===== src/rtl/dot_product_datapath.sv =====
// dot_product_datapath: pipelined multiply-accumulate reducing one Nums_Data-element vector pair to a dot product.
// Optional macro DP_SIGNED_EN selects two's-complement operands; default build is unsigned.
module dot_product_datapath #(
    parameter int unsigned Data_Width        = 8,
    parameter int unsigned Nums_Data_in_bits = 4,
    parameter int unsigned Para_Deg          = 1
) (
    input  logic                                      clk,
    input  logic                                      Comp_reset_n,
    input  logic                                      Computing,
    input  logic                                      Rd_Valid,
    input  logic [Para_Deg*Data_Width-1:0]            Data_A,
    input  logic [Para_Deg*Data_Width-1:0]            Data_B,
    output logic [2*Data_Width+Nums_Data_in_bits-1:0] Result,
    output logic                                      Result_Valid,
    output logic                                      Busy,
    output logic                                      Overrun
);

    localparam int unsigned Nums_Data  = 1 << Nums_Data_in_bits;
    localparam int unsigned Acc_Width  = 2*Data_Width + Nums_Data_in_bits;
    localparam int unsigned Prod_Width = 2*Data_Width;
    localparam int unsigned Sum_Width  = Prod_Width + $clog2(Para_Deg);
    localparam int unsigned Cnt_Width  = Nums_Data_in_bits + 1;
    localparam int unsigned Bus_Width  = Para_Deg*Data_Width;

    localparam logic [Cnt_Width-1:0] Cnt_Full = Cnt_Width'(Nums_Data);
    localparam logic [Cnt_Width-1:0] Cnt_Step = Cnt_Width'(Para_Deg);

    localparam logic [1:0] IDLE = 2'd0;
    localparam logic [1:0] RUN  = 2'd1;
    localparam logic [1:0] DONE = 2'd2;

    logic [1:0]           state_q;
    logic [1:0]           state_next_c;
    logic                 run_go_c;
    logic                 start_c;
    logic                 accept_c;
    logic                 final_c;
    logic                 overrun_set_c;

    logic                 s0_valid;
    logic                 s1_valid;
    logic                 s2_valid;
    logic [Bus_Width-1:0] a_q;
    logic [Bus_Width-1:0] b_q;
    logic [Cnt_Width-1:0] issue_cnt;
    logic [Cnt_Width-1:0] done_cnt;
    logic [Acc_Width-1:0] acc_q;
    logic [Acc_Width-1:0] acc_next_c;

`ifdef DP_SIGNED_EN
    logic signed [Prod_Width-1:0] prod_c;
    logic signed [Sum_Width-1:0]  lane_sum_c;
    logic signed [Sum_Width-1:0]  sum_q;
`else
    logic [Prod_Width-1:0] prod_c;
    logic [Sum_Width-1:0]  lane_sum_c;
    logic [Sum_Width-1:0]  sum_q;
`endif

    // Lane products summed into one group contribution
    always_comb begin
        prod_c     = '0;
        lane_sum_c = '0;
        for (int i = 0; i < int'(Para_Deg); i++) begin
`ifdef DP_SIGNED_EN
            prod_c = Prod_Width'($signed(a_q[i*Data_Width +: Data_Width]))
                   * Prod_Width'($signed(b_q[i*Data_Width +: Data_Width]));
`else
            prod_c = Prod_Width'(a_q[i*Data_Width +: Data_Width])
                   * Prod_Width'(b_q[i*Data_Width +: Data_Width]);
`endif
            lane_sum_c = lane_sum_c + Sum_Width'(prod_c);
        end
    end

    // Control decode and next state
    always_comb begin
        state_next_c  = state_q;
        run_go_c      = (state_q == RUN) && Computing;
        start_c       = (state_q == IDLE) && Computing;
        accept_c      = run_go_c && Rd_Valid && (issue_cnt < Cnt_Full);
        final_c       = run_go_c && s2_valid && ((done_cnt + Cnt_Step) == Cnt_Full);
        overrun_set_c = Rd_Valid && ((state_q == DONE) || (run_go_c && (issue_cnt == Cnt_Full)));
        acc_next_c    = acc_q + Acc_Width'(sum_q);
        case (state_q)
            IDLE: if (Computing) state_next_c = RUN;
            RUN: begin
                if (!Computing)   state_next_c = IDLE;
                else if (final_c) state_next_c = DONE;
            end
            DONE: if (!Computing) state_next_c = IDLE;
            default: state_next_c = IDLE;
        endcase
    end

    always_ff @(posedge clk) begin
        if (!Comp_reset_n) state_q <= IDLE;
        else               state_q <= state_next_c;
    end

    // Pipeline stages advance only while running; leaving RUN flushes in-flight groups
    always_ff @(posedge clk) begin
        if (!Comp_reset_n) begin
            s0_valid     <= 1'b0;
            s1_valid     <= 1'b0;
            s2_valid     <= 1'b0;
            a_q          <= '0;
            b_q          <= '0;
            sum_q        <= '0;
            issue_cnt    <= '0;
            done_cnt     <= '0;
            acc_q        <= '0;
            Result       <= '0;
            Result_Valid <= 1'b0;
            Busy         <= 1'b0;
            Overrun      <= 1'b0;
        end else begin
            s0_valid     <= accept_c;
            s1_valid     <= run_go_c && s0_valid;
            s2_valid     <= run_go_c && s1_valid;
            Result_Valid <= final_c;
            Busy         <= (state_next_c == RUN);
            if (run_go_c && s0_valid) begin
                a_q <= Data_A;
                b_q <= Data_B;
            end
            if (run_go_c && s1_valid) sum_q <= lane_sum_c;
            if (start_c) begin
                issue_cnt <= '0;
                done_cnt  <= '0;
                acc_q     <= '0;
                Overrun   <= 1'b0;
            end else begin
                if (accept_c) issue_cnt <= issue_cnt + Cnt_Step;
                if (run_go_c && s2_valid) begin
                    acc_q    <= acc_next_c;
                    done_cnt <= done_cnt + Cnt_Step;
                end
                if (overrun_set_c) Overrun <= 1'b1;
            end
            if (final_c) Result <= acc_next_c;
        end
    end

endmodule


===== config.mk =====
export PLATFORM = sky130hd
export DESIGN_NAME = dot_product_datapath
export DESIGN_NICKNAME = d
export VERILOG_FILES = /design/src/rtl/dot_product_datapath.sv
export SDC_FILE = /design/constraint.sdc
export NUM_CORES = 1
export LEC_CHECK = 0
export ABC_AREA = 1
export BUFFER_PORTS_ARGS = -buffer_cell sky130_fd_sc_hd__buf_4
export CORE_UTILIZATION = 47
export CTS_CLUSTER_SIZE = 20
export DETAILED_ROUTE_END_ITERATION = 7
export PLACE_DENSITY = 0.73
export SYNTH_ARGS = -nofsm -noshare
export SYNTH_HDL_FRONTEND = slang
export SYNTH_SLANG_ARGS = --single-unit

===== constraint.sdc =====
create_clock -name clk -period 4.24 [get_ports clk]
set_input_delay 0.212 -clock clk [delete_from_list [all_inputs] [get_ports clk]]
set_output_delay 0.212 -clock clk [all_outputs]
set_load 0.02 [all_outputs]

## Yosys cells after proc, flatten, opt, wreduce, memory -nomap -nowiden

Cells that the tools add are included.

| storage, ports and cells | value |
|---|---|
| flip-flop bits (word level) | 90 |
| bits in latches | 0 |
| bits in writable memories | 0 |
| ROM bits | 0 |
| bits of input ports | 20 |
| output and inout bits | 23 |
| word-level logic and storage cells | 43 |
| memories kept | 0 |

| cells by class | value |
|---|---|
| add/sub/neg operators | 3 |
| multipliers | 1 |
| div/mod/pow operators | 0 |
| magnitude comparators | 1 |
| equality and inequality tests | 5 |
| shifts and indexed selects | 0 |
| multiplexer cells | 5 |
| bitwise gates (word level) | 1 |
| reductions and logical operators | 13 |

Operators with widths:

| operator | count |
|---|---|
| 20-bit by 16-bit adder with 20-bit output | 1 |
| 8-bit by 8-bit multiplier with 16-bit output | 1 |
| 5-bit by 1-bit adder with 5-bit output, second input constant | 2 |
| 5-bit equality test, second input constant | 2 |
| 1-bit logical AND | 10 |
| 2-bit two-way mux | 4 |
| 2-bit case mux with 3 select lines | 1 |
| 5-bit less-than comparator, second input constant | 1 |
| 2-bit by 1-bit equality test with 1-bit output, second input constant | 2 |
| 2-bit equality test, second input constant | 1 |
| 2-bit zero test | 1 |
| 2-bit OR reduction | 1 |
| 1-bit logical OR | 1 |
| 1-bit inverter | 1 |

## Logic depth before layout (Yosys ltp)

Gate-level depths: netlist (run 1).

| logic depth | value |
|---|---|
| word-level depth | 8 |
| depth in mapped cells | 22 |
| gate-level depth less buffers | 21 |

## Least setup slack after synthesis (run 1)

No wires, ideal clock.

| path | value |
|---|---|
| kind | register -> register |
| start | register a_q[0] |
| end | register sum_q[14] |
| setup time | 0.109 ns |
| arrival | 3.817 ns |
| required time | 4.131 ns |
| slack | 0.315 ns |
| cell stages (with the launch flop) | 21 |
| path buffers | 1 |
| clock period less this slack | 3.925 ns |
| cell sequence | dfxtp_1 > clkbuf_1 > nand2_1 > fa_1 > fa_1 > inv_1 > fa_1 > inv_1 > fa_1 > inv_1 > ha_1 > nand2_1 > nand2_1 > a31oi_1 > nand2_1 > nand2_1 > nand2_1 > nand2_1 > nand3_1 > nand2_1 > inv_1 |

| on the way | value |
|---|---|
| cells in the longest elaborated chain, start to end | 1 |

Ends and longest elaborated chain:

| element | RTL line | text |
|---|---|---|
| start: declaration | 45 | `logic [Bus_Width-1:0] a_q;` |
| start signal: assignment | 126 | `a_q <= Data_A;` |
| 8-bit by 8-bit multiplier with 16-bit output | 72 | `* Prod_Width'(b_q[i*Data_Width +: Data_Width]);` |
| end signal: assignment | 129 | `if (run_go_c && s1_valid) sum_q <= lane_sum_c;` |
| end: declaration | 59 | `logic [Sum_Width-1:0] sum_q;` |

No other way between the ends.
A chain may end at the register's enable or synchronous reset.

## Worst setup path in the final report (run 1)

| path | value |
|---|---|
| start | register b_q[4] |
| end | register sum_q[13] |

| on the way | value |
|---|---|
| cells in the longest elaborated chain, start to end | 1 |

Ends and longest elaborated chain:

| element | RTL line | text |
|---|---|---|
| start: declaration | 46 | `logic [Bus_Width-1:0] b_q;` |
| start signal: assignment | 127 | `b_q <= Data_B;` |
| 8-bit by 8-bit multiplier with 16-bit output | 72 |  |

No other way between the ends.

==> results.yml, run 1 <==
run_status:
  status: "completed"
clocking:
  cts.clk_slew.worst_paths_ns: 0.06
  insertion_delay_ns: 0.35
  cts_root_buffer: "clkbuf_16"
  cts.sinks: 90
  cts_buffers: 9
  cts_tree: "built"
  h-tree-depth: 3
  clock_path_buffers: 2
finish:
  fin_area_um2: 7470
  final_cell_count_no_fill: 1183
  nNetsFinal: 1112
  area_growth_pct: 10.5
  diodes: 0
  nFillCells: 1388
  layout-drive-gt1-share_pct: 8.18
yosys:
  ys_types: 34
  syn_inst: 981
  syn_avg_cell_area_um2: 6.90
  synthesis.area_um2: 6770
  syn_nets: 1094
  synth_area_leaders: "dfxtp_1 (27%), nand2_1 (13%), inv_1 (12%), fa_1 (11%), ha_1 (10%)"
  seq_area_frac_synth_pct: 26.6
  async_flop_share_pct: 0
  synth-seq-cells: 90
  synth_top_area_share_pct: 26.6
  synth-main-ff-cell: "dfxtp_1"
  synth_top_cell_by_area: "dfxtp_1"
  synth_most_common_cell: "nand2_1"
  synth_edf_count: 0
  yosys_warnings: 0
  synthTopCellsByCount: "nand2_1 (242), inv_1 (212), dfxtp_1 (90)"
pwr:
  p_int_mw: 1.38
  pwr-share-comb_pct: 2.5
  p_per_area_nw_per_um2: 232
  p_leak_nw: 4.18
  clkPwrFrac_pct: 48.5
  p_sw_uw: 358
  vdd_drop_max_mv: 0.238
  swShare_pct: 20.6
  seqPwrFrac_pct: 49.0
worst_setup_path:
  rrSetupSlack_ns: 0.25
  crit_required_ns: 4.49
  path_buf_inv: 5
  cpMostUsedCell: "inv_1"
  crit_slowest_cell: "fa_1"
  r2r_end: "sum_q[13]"
  endpoint_kind: "register"
  cpLargestDelayFamily: "adder cells"
  critPathKind: "reg -> reg"
  arrival_ns: 4.24
  rr_worst_depth: 18
  cpPeakStageDelay_ns: 0.55
  crit_fanout: 7
  cp-start-kind: "register"
  reg2reg_from: "b_q[4]"
  path_cells: "nand2_1, inv_1, fa_1, fa_1, inv_1, fa_1, fa_1, inv_1, ha_1, nand3b_1, nand2_1, inv_1, o21bai_1, nand2_1, nand3_1, nand3_1, nand2_1, inv_1"
place:
  pre_cts_ws_ns: 0.198
  gp_congestion: 0.889
  place_inst: 1168
  place_hpwl_um: 10700
  portBuffers: 42
  place_area_um2: 7150
floorplan:
  core_area_um2: 13900
  ios: 43
  die-height_um: 122
  row_count: 43
  dieArea_um2: 14900
  fp.dieW_um: 122
  start_util_pct: 48.5
worst_hold_path:
  hold_depth: 3
  hp-start: "Rd_Valid"
  min_path_type: "in -> reg"
  hold-path-endpoint: "Overrun"
timing:
  fin_tns_setup_ns: 0
  min_period_over_period_pct: 94.2
  finalSetupViolCount: 0
  rsz0062_at_grt: "no"
  slew_headroom_pct: 26.0
  drv_slew: 0
  final.setup_skew_ns: 0.00589
  fin_crit_ns: 3.99
  fmax_mhz: 250
  final_hold_viol_count: 0
  layout_setup_ws_ns: 0.247
  worst_slew_pin_slew_ns: 1.10
global_routing:
  antenna_found_initial: 0
  grt_pass1_vias: 5287
  overflow: 0
  grt_use_total_pct: 19.9
  grt_first_pass_wirelength_um: 23600
  grt_start_max_net_pins: 37
detailed_routing:
  highest_layer: "met4"
  dr_total_vias: 5727
  wl_met2_um: 6600
  drt-total-wl_um: 13800
  drc: 0
  drt_iter0_markers: 240
  via_per_inst: 4.84
  wl_met3_um: 547
  ant_nets: 0
  wl_met1_um: 6460
  dr.pass1.iters: 4
  wl_per_cell_um: 11.7
job:
  cap_violations: 0
how the worst max path moves through the flow:
| stage | from | endpoint | cells past startpoint |
|---|---|---|---|
| 4_1_cts | b_q[2] | sum_q[15] | 19 |
| 3_5_place_dp | a_q[1] | sum_q[14] | 19 |
| 5_1_grt | b_q[4] | sum_q[13] | 18 |
| 3_3_place_gp | a_q[2] | sum_q[13] | 17 |
| 6_report | b_q[4] | sum_q[13] | 18 |
| 2_1_floorplan | a_q[0] | sum_q[14] | 20 |
per-stage QoR:
stage	utilization, %	hold WS, ns	power [mW]
6_report	53.6	0.107	1.73
2_1_floorplan	-	0.359	0.890
4_1_cts	53.5	0.101	1.75
5_1_grt	53.6	0.123	1.79
3_3_place_gp	51.3	0.459	0.911
3_5_place_dp	51.3	0.463	0.912
per-layer routing:
layer	GRT usage [%]	vias to the layer above
li1	-	3042
met1	25.0	2568
met2	33.8	93
met3	4.03	24
met4	6.87	0
met5	0	-
worst min-delay path, stage by stage:
cell and delay [ns]:
buf_4 0.08, a211oi_1 0.05, nor2_1 0.07
power groups by stage:
stage / Sequential (mW) / Combinational, mW / Clock [mW]
finish: 0.850 / 0.0428 / 0.841
global route: 0.850 / 0.0470 / 0.890
floorplan: 0.868 / 0.0217 / 0
global placement: 0.869 / 0.0424 / 0
detailed placement: 0.869 / 0.0430 / 0
CTS: 0.850 / 0.0430 / 0.860
area by class of cell:
cell class              instances  area, um2  share of cell area [%]
inverters                     217        815                    10.9
repair buffers                 47        353                    4.72
flip-flops and latches         90       1820                    24.3
well taps                     180        225                    3.01
clock buffers                  10        229                    3.06
clock inverters                 5       80.1                    1.07
multi-input cells             634       3960                    52.9
cell families after synthesis:
| family | synth area share (%) |
|---|---|
| AO/OA/AOI/OAI | 11.2 |
| XOR/XNOR | 2.20 |
| adder cells (fa/ha/maj) | 21.3 |
| buffers and inverters | 14.9 |
| flip-flops | 26.6 |
| AND/OR/NAND/NOR | 23.8 |
layout by cell type (no fill, tap or decap), types with 2 or more instances in the layout:
cell type,count
nand3_1,74
a21oi_1,65
a31oi_1,5
clkbuf_16,9
inv_1,212
xnor2_1,5
nand2_2,2
o211ai_1,2
ha_1,56
bufinv_16,2
nand3b_1,2
a21o_1,3
o21a_1,11
nor2_1,53
nor2_2,3
o21bai_1,12
xor2_1,12
clkinvlp_4,2
dfxtp_1,79
and2_1,3
dfxtp_2,11
fa_1,37
nand2_1,242
o21ai_0,26
clkinv_1,2
o21ai_1,5
nor3_1,5
nand4_1,5
inv_2,3
a211oi_1,2
buf_4,47
registers in the layout (all words and copies together), names as in the netlist:
name	flops
a_q	8
state_q	2
s1_valid	1
issue_cnt	5
sum_q	16
s2_valid	1
Overrun	1
Busy	1
b_q	8
s0_valid	1
Result_Valid	1
Result	20
done_cnt	5
acc_q	20
what timing repair did:
item                                    4_1_cts  5_1_grt
endpoints found under the setup margin        0        5
hold buffers                                  0        0
gates resized for setup                       0       11
buffers inserted                              0        0
Note: power is estimated with default switching activity, not from simulation.
==> inputs of run 2 (changes only) <==
- ABC_AREA: 1 -> 0
- BUFFER_PORTS_ARGS: -buffer_cell sky130_fd_sc_hd__buf_4 -> not set
- CORE_UTILIZATION: 47 -> 40
- DONT_BUFFER_PORTS: not set -> 1
- PLACE_DENSITY: 0.73 -> 0.62
==> run 2 against run 1 <==
- first-iteration DRC count rose by 34%
- clock skew rose by 0.0010 ns
- non-clock buffer count rose by 2
- setup slack got worse by 0.22 ns
- sequential share of layout area rose by 1.1 points
- die area rose by 7.1%
- maximum frequency fell by 5.3%
- total power fell by 0.59%
- largest power group is now the clock network
==> results.yml, run 2 <==
finish:
  layout-drive-gt1-share_pct: 13.9
  nNetsFinal: 879
  layout_common_cells: "nand2_1 (107), dfxtp_1 (78), inv_1 (67)"
  final_cell_count_no_fill: 959
  fin_util_pct: 47.8
  biggestRegsByFlops: "Result x20, acc_q x20, sum_q x16"
  area_growth_pct: 17.4
  diodes: 0
  layout_commonest_cell: "nand2_1"
place:
  pre_cts_ws_ns: -0.187
  place_hpwl_um: 10200
  portBuffers: 0
  place_inst: 925
  gp_congestion: 0.879
run_status:
  status: "completed"
yosys:
  synthTopCellsByCount: "nand2_1 (111), dfxtp_1 (90), inv_1 (70)"
  synthAdderAreaFrac_pct: 23.3
  synth_top_family_by_area: "adder cells"
  synthXorXnorAreaFrac_pct: 3.97
  syn_avg_cell_area_um2: 8.39
  syn_nets: 849
  synth-seq-cells: 90
  async_flop_share_pct: 0
  synthesis.area_um2: 6170
  yosys_warnings: 0
  yosys.area_share.simple_pct: 21.4
  synth_compound_area_share_pct: 13.9
  synth_area_leaders: "dfxtp_1 (29%), fa_1 (12%), ha_1 (11%), nand2_1 (6.7%), and2_1 (5.2%)"
  synth_top_cell_by_area: "dfxtp_1"
  synth_top_area_share_pct: 29.2
  syn_inst: 736
  synth-main-ff-cell: "dfxtp_1"
  synth_edf_count: 0
  seq_area_frac_synth_pct: 29.2
  synth_most_common_cell: "nand2_1"
  synthMuxAreaShare_pct: 2.11
  ys_types: 57
worst_hold_path:
  hold_depth: 2
  min_path_type: "in -> reg"
  hp-start: "Data_B[2]"
  hold-path-endpoint: "b_q[2]"
pwr:
  vdd_drop_max_mv: 0.264
  p_leak_nw: 3.15
  p_sw_uw: 401
  pwr-share-comb_pct: 1.9
  seqPwrFrac_pct: 48.9
  p_per_area_nw_per_um2: 238
  swShare_pct: 23.3
  p_int_mw: 1.32
  clkPwrFrac_pct: 49.1
clocking:
  h-tree-depth: 3
  insertion_delay_ns: 0.35
  cts_tree: "built"
  cts.sinks: 90
  clock_path_buffers: 2
  cts.clk_slew.worst_paths_ns: 0.07
  cts_root_buffer: "clkbuf_16"
  cts_buffers: 9
worst_setup_path:
  reg2reg_from: "a_q[5]"
  rrSetupSlack_ns: 0.02
  critPathKind: "reg -> reg"
  arrival_ns: 4.49
  cp-start-kind: "register"
  crit_required_ns: 4.52
  endpoint_kind: "register"
  r2r_end: "sum_q[15]"
  rr_worst_depth: 16
  crit_fanout: 4
global_routing:
  antenna_found_initial: 0
  grt_first_pass_wirelength_um: 23700
  grt_start_max_net_pins: 33
  overflow: 0
  grt_pass1_vias: 4982
  grt_use_total_pct: 18.3
detailed_routing:
  drt_iter0_markers: 321
  wl_per_cell_um: 14.4
  drc: 0
  dr_total_vias: 5039
  via_per_inst: 5.25
  dr.pass1.iters: 4
  ant_nets: 0
  drt-total-wl_um: 13800
floorplan:
  fp.dieW_um: 126
  start_util_pct: 40.8
  die-height_um: 126
  dieArea_um2: 15900
  ios: 43
  core_area_um2: 15100
  row_count: 45
job:
  cap_violations: 0
timing:
  rsz0062_at_grt: "yes"
  layout_setup_ws_ns: 0.0234
  final.setup_skew_ns: 0.00690
  finalSetupViolCount: 0
  fmax_mhz: 237
  slew_headroom_pct: 30.7
  min_period_over_period_pct: 99.4
  worst_slew_pin_slew_ns: 1.04
  final_hold_viol_count: 0
  drv_slew: 0
  fin_tns_setup_ns: 0
  fin_crit_ns: 4.22
==> run 2: worst max-delay path: stages, from the launching register on <==
cell	delay (ns)
dfxtp_4	0.37
buf_6	0.11
and2_4	0.15
fa_1	0.57
fa_2	0.43
fa_1	0.49
inv_1	0.05
fa_1	0.49
inv_2	0.05
ha_4	0.15
buf_6	0.12
nor3_4	0.21
nand3_4	0.12
a221oi_4	0.29
o21ai_1	0.10
or3_1	0.31
a31oi_1	0.15
==> run 2: repair_timing <==
item                       4_1_cts  5_1_grt
hold endpoints to repair        17        0
pin swaps                       24       24
gates resized for setup         37       26
buffers inserted                 4        2
hold buffers                    12        0
cloned                           0        0
setup endpoints to repair        4        4
==> run 2: through the flow <==
step	power [mW]	cell area, um2	hold slack [ns]
5_1_grt	1.78	7250	0.00562
3_3_place_gp	0.891	6550	0.338
6_report	1.72	7250	0.00723
4_1_cts	1.74	7140	0.000240
2_1_floorplan	0.887	6210	0.348
3_5_place_dp	0.891	6550	0.342
==> run 2: area by class of cell <==
class	count	area, um2
Sequential cell	90	1840
Clock buffer	9	225
Clock inverter	7	86.3
Multi-Input combinational cell	546	4190
Inverter	70	263
Tap cell	188	235
Fill cell	1415	7900
Timing Repair Buffer	49	409
==> run 2: logic make-up after synthesis <==
logic type	after synthesis
and+or+nand+nor	278
AOI/OAI and AO/OA	134
muxes	13
buffers and inverters	100
xor gates and xnor gates	28
adders and majority gates	93
DFF	90
==> run 2: metal layers <==
layer  up-vias  share of wire (%)  GRT usage (%)
met1      2423                 45           23.3
met4         0                1.5           6.95
met3        17                3.4           2.59
met5         -                  0              0
li1       2523                  -              -
met2        76                 50           31.4
==> run 2: how the worst max path moves through the flow <==
stage	start	endpoint	slack, ns	cells after the start
5_1_grt	a_q[3]	sum_q[15]	-0.12	17
2_1_floorplan	a_q[5]	sum_q[15]	0.006	16
3_5_place_dp	a_q[3]	sum_q[14]	-0.19	14
6_report	a_q[5]	sum_q[15]	0.02	16
4_1_cts	b_q[7]	sum_q[15]	0.001	17
3_3_place_gp	a_q[3]	sum_q[14]	-0.08	14
==> run 2: power by group through the flow <==
stage                     Combinational [mW]  Sequential (mW)  Clock, mW
after global routing                  0.0366            0.843      0.896
after CTS                             0.0333            0.846      0.862
after global placement                0.0227            0.868          0
after floorplan                       0.0195            0.868          0
after detailed placement              0.0231            0.868          0
final                                 0.0336            0.843      0.846
